**config.mk**
```make
export PLATFORM = sky130hd
export DESIGN_NAME = wb_arb
export DESIGN_NICKNAME = d
export VERILOG_FILES = /design/src/rtl/wb_arb.sv
export SDC_FILE = /design/constraint.sdc
export NUM_CORES = 1
export LEC_CHECK = 0
export ABC_AREA = 1
export BUFFER_PORTS_ARGS = -buffer_cell sky130_fd_sc_hd__buf_4
export CAP_MARGIN = 10
export CORE_UTILIZATION = 48
export CTS_CLUSTER_SIZE = 16
export DETAILED_ROUTE_END_ITERATION = 8
export PLACE_DENSITY = 0.76
export SLEW_MARGIN = 20
export SYNTH_ARGS = -nofsm -noshare
export SYNTH_HDL_FRONTEND = slang
export SYNTH_SLANG_ARGS = --single-unit
```
**constraint.sdc**
```tcl
create_clock -name clk -period 2 [get_ports clk]
set_clock_uncertainty 0.1 [all_clocks]
set_input_delay 0.4 -clock clk [delete_from_list [all_inputs] [get_ports clk]]
set_output_delay 0.4 -clock clk [all_outputs]
set_load 0.02 [all_outputs]
```
**src/rtl/wb_arb.sv**
```systemverilog
// Write-back arbiter: ALU writes win, colliding dcache load returns wait in a small squashable FIFO.
// Latency: 1 cycle (registered rf_* outputs); loads wait behind ALU cycles and older queued loads.
// Backpressure: ld_rdy = registered count < DEPTH; the ALU path is never stalled.
module wb_arb #(
    parameter int DEPTH = 2
) (
    input  logic        clk,
    input  logic        rst_n,
    input  logic        alu_we,
    input  logic [3:0]  alu_addr,
    input  logic [15:0] alu_data,
    input  logic        ld_vld,
    input  logic [3:0]  ld_addr,
    input  logic [15:0] ld_data,
    output logic        ld_rdy,
    output logic        rf_we,
    output logic [3:0]  rf_dst_addr,
    output logic [15:0] rf_dst,
    output logic [15:0] pend_mask
);

    localparam int PW = (DEPTH > 1) ? $clog2(DEPTH) : 1;
    localparam int CW = $clog2(DEPTH + 1);
    localparam logic [PW-1:0] LAST_PTR = PW'(DEPTH - 1);
    localparam logic [CW-1:0] FULL_CNT = CW'(DEPTH);

    logic [DEPTH-1:0] q_live;
    logic [3:0]       q_addr [DEPTH];
    logic [15:0]      q_data [DEPTH];
    logic [PW-1:0]    rptr, wptr;
    logic [CW-1:0]    count;

    logic ld_acc, fifo_empty, pop, bypass, conflict, push;

    assign ld_rdy     = (count < FULL_CNT);
    assign ld_acc     = ld_vld && ld_rdy;
    assign fifo_empty = (count == '0);
    assign pop        = !alu_we && !fifo_empty;
    assign bypass     = !alu_we && fifo_empty && ld_acc;
    // A same-register load beside an ALU write is older, so it is dead on arrival.
    assign conflict   = alu_we && ld_acc && (ld_addr == alu_addr);
    assign push       = ld_acc && !bypass && !conflict;

    always_comb begin
        pend_mask = '0;
        for (int i = 0; i < DEPTH; i++) begin
            if (q_live[i]) pend_mask[q_addr[i]] = 1'b1;
        end
    end

    always_ff @(posedge clk) begin
        if (push) begin
            q_addr[wptr] <= ld_addr;
            q_data[wptr] <= ld_data;
        end
    end

    always_ff @(posedge clk or negedge rst_n) begin
        if (!rst_n) begin
            q_live      <= '0;
            rptr        <= '0;
            wptr        <= '0;
            count       <= '0;
            rf_we       <= 1'b0;
            rf_dst_addr <= '0;
            rf_dst      <= '0;
        end else begin
            for (int i = 0; i < DEPTH; i++) begin
                if (alu_we && q_addr[i] == alu_addr) q_live[i] <= 1'b0;
            end
            if (pop) begin
                q_live[rptr] <= 1'b0;
                rptr         <= (rptr == LAST_PTR) ? '0 : rptr + 1'b1;
            end
            // The push slot is always free, so it never aliases a squash or pop above.
            if (push) begin
                q_live[wptr] <= 1'b1;
                wptr         <= (wptr == LAST_PTR) ? '0 : wptr + 1'b1;
            end
            case ({push, pop})
                2'b10:   count <= count + 1'b1;
                2'b01:   count <= count - 1'b1;
                default: count <= count;
            endcase

            if (alu_we) begin
                rf_we       <= 1'b1;
                rf_dst_addr <= alu_addr;
                rf_dst      <= alu_data;
            end else if (pop) begin
                rf_we <= q_live[rptr];
                if (q_live[rptr]) begin
                    rf_dst_addr <= q_addr[rptr];
                    rf_dst      <= q_data[rptr];
                end
            end else if (bypass) begin
                rf_we       <= 1'b1;
                rf_dst_addr <= ld_addr;
                rf_dst      <= ld_data;
            end else begin
                rf_we <= 1'b0;
            end
        end
    end

endmodule

```
==> metrics <==
Gate power share 0.442; setup TNS -0.0442 ns; Clock Latency Late Sink 0.34 ns; setup bufs post-CTS 0; FMAX 496 MHz; Hold/Removal Path Class in2reg; vias in the first global route 2990; Core Region 6760 um2; share of cells above drive strength 1 0.232; status finished with violations; drt wl/cell 14.2 um; Critical Path, Cell by Cell nor3_2 -> nand2_1 -> o21ai_0 -> buf_4; Yosys warnings 0; P_int 3.25 mW; pin count of the biggest net entering global routing 28; cell taking the most area after synthesis edfxtp_1; # DRC 0; Final Slew Violations 0; Cell Area, Synth 3340 um2; worst slew pin tran 0.594 ns; DP Cell Count 575; initial antenna violation count 0; top cells by count, synth 226 x nand2_1, 40 x edfxtp_1, 27 x dfrtp_1, 25 x inv_1, 23 x o21ai_0; Clock Path Buffers 2; DIE HEIGHT 85.4 um; GRT overflow 0; Area contributors post-synth edfxtp_1 36%, nand2_1 25%, dfrtp_1 20%, o21ai_0 3.4%, nand3_1 3.1%; Post-Route Utilization 0.633; share of the synthesized area in the top cell type 0.360; crit path buf inv count 1; final worst slack -0.0175 ns; Synth Area in Simple Gates 0.313; crit-path leading delay family flip-flops; Critical Path RT 1.50 ns; DRT Pass-1 Iters 5; global-route wire length before repair 13800 um; Worst Setup Path Type reg2out; syn_nets 458; Yosys cell types 21; RePlAce Congestion 0.843; final WL 8410 um; setup violators final 5; Diodes inserted 0; clk root buf clkbuf_8; Via Count 3014; Initial Utilization 0.494; area share of fa/ha/maj cells after synthesis 0.00375; leak pwr 2.11 nW; EDFF count, synth 40; Port Buffers 81; Worst Path Arrival 1.52 ns; drt via density 5.09; startpoint types flop; sw frac 0.409; area grow syn2layout 28.2%; Num Clock Sinks 67; Die X 85.4 um; RSZ-0062 raised after global routing yes; Largest stage delay, worst path 0.47 ns; Synth Area in Compound Gates 0.0506; minimum clock period 2.02 ns; Synth async-reset ratio 0.403; Post-synth top flop edfxtp_1; clock power share 0.169; PwrDens 1290 nW/um2; Std-Cell Rows 30; Peak VDD IR 0.659 mV; CP endpoint kind output port; largest family of logic cells by synthesized area simple AND/OR/NAND/NOR gates; most frequent cell after synthesis nand2_1; CTS clk-pin slew, worst paths 0.07 ns; crit share post-route 1.01; Mean Syn Cell Area 8.08 um2; DIE AREA 7290 um2; fin nets 552; CTS tree yes; reg-to-reg slack, setup 0.14 ns; #FFs+latches synth 67; switching power 2.25 mW; failing checks negative setup slack; Crit-path slowest cell edfxtp_1; DR iter-0 viols 191; Total GRT Usage 0.246; Final ANT Viol Nets 0; post-detail-place hpwl 6180 um; CTS buffer count 9; part of the power in registers 0.389; non-filler cells, final 592; worst hold slack 0.157 ns; Top-Level Pins 82; multiplexer share of the synthesized area 0; area share of xor/xnor cells in the synthesized design 0.0157; Worst Path Max Fanout 4; Final Hold Viols 0; max_cap viols 0; Mapped Cells 413; Slew headroom 0.603; Seq/Total Area, Yosys 0.562; H-tree lvl count 3
==> registers in the layout, indices dropped and copies added (netlist names) <==
register     count
wptr             1
q_addr           8
rf_dst          16
rptr             1
count            2
q_data          32
rf_we            1
rf_dst_addr      4
q_live           2
==> routing by layer <==
| metal | global-route usage | share of wire |
|---|---|---|
| met1 | 0.292 | 0.41 |
| met2 | 0.438 | 0.53 |
| met3 | 0.0554 | 0.042 |
| met4 | 0.0879 | 0.014 |
| met5 | 0 | 0 |
==> final cells by class <==
| class | count | area, um2 |
|---|---|---|
| Tap cell | 80 | 100 |
| Sequential cell | 67 | 1880 |
| Clock inverter | 3 | 17.5 |
| Timing Repair Buffer | 96 | 736 |
| Multi-Input combinational cell | 305 | 1300 |
| Inverter | 28 | 105 |
| Fill cell | 601 | 2480 |
| Clock buffer | 13 | 139 |
==> power by group through the flow <==
stage	clock network, mW	registers [mW]	logic, mW
2_1_floorplan	0	2.36	1.27
3_3_place_gp	0	2.15	2.34
3_5_place_dp	0	2.16	2.41
4_1_cts	0.933	2.14	2.43
5_1_grt	1.01	2.18	2.68
6_report	0.928	2.14	2.43
==> final timing paths <==
kind                            depth (start not counted)                    from                      to
worst max-delay path                                    4  q_addr[0][2]$_DFFE_PP_           pend_mask[10]
worst min-delay path                                    1              ld_data[9]  q_data[1][9]$_DFFE_PP_
max in group asynchronous                               2                   rst_n     q_live[1]$_DFF_PN0_
worst max register to register                          9    count[0]$_DFFE_PN0P_    count[1]$_DFFE_PN0P_
worst min register to register                          2  rf_dst[15]$_DFFE_PN0P_  rf_dst[15]$_DFFE_PN0P_
min in group asynchronous                               2                   rst_n  rf_dst[10]$_DFFE_PN0P_
==> timing repair <==
item                                    4_1_cts  5_1_grt
endpoints found under the setup margin       12       24
hold buffers                                  1        0
gates cloned                                  0        0
endpoints found under the hold margin        27        0
gates resized for setup                       5        2
==> cells by family after synthesis <==
group,after synthesis
and+or+nand+nor,267
DFF,67
buffers and inverters,41
AOI/OAI and AO/OA,31
xor gates and xnor gates,6
adders and majority gates,1
==> worst reg2reg max path, cell delays in order, from the launching register on <==
cell and delay (ns):
dfrtp_1 0.42, nor2_2 0.08, nand2_1 0.15, inv_2 0.06, nor2_2 0.13, nand2_1 0.09, ha_1 0.33, a21oi_1 0.13
o21ai_0 0.11, xor2_1 0.15
==> through the flow <==
stage          cell area [um2]  power [mW]  setup slack, ns
2_1_floorplan             3340        3.63            0.163
3_3_place_gp              4090        4.49           0.0924
3_5_place_dp              4090        4.57           0.0337
4_1_cts                   4270        5.50         -0.00957
5_1_grt                   4280        5.87           -0.126
6_report                  4280        5.50          -0.0175
==> placed cells by master (no fill, tap or decap) <==
master	synthesis	layout
nor3_1	4	1
inv_2	3	5
buf_12	0	1
a21oi_1	2	2
o211ai_1	4	4
xor2_1	1	1
dlygate4sd3_1	0	1
nor2_1	12	11
inv_1	25	23
nor3_2	0	3
clkbuf_1	2	4
a21oi_4	0	1
o21ai_0	23	23
dfrtp_1	27	27
nand2_1	226	226
nand3_1	21	21
nor2_2	2	3
buf_4	6	94
edfxtp_1	40	40
ha_1	1	1
clkbuf_8	0	9
xnor2_1	5	5
nand4_1	2	2
clkinv_2	0	2
o21ai_1	1	1
clkinvlp_4	0	1
Power figures use the tool's default switching activity.
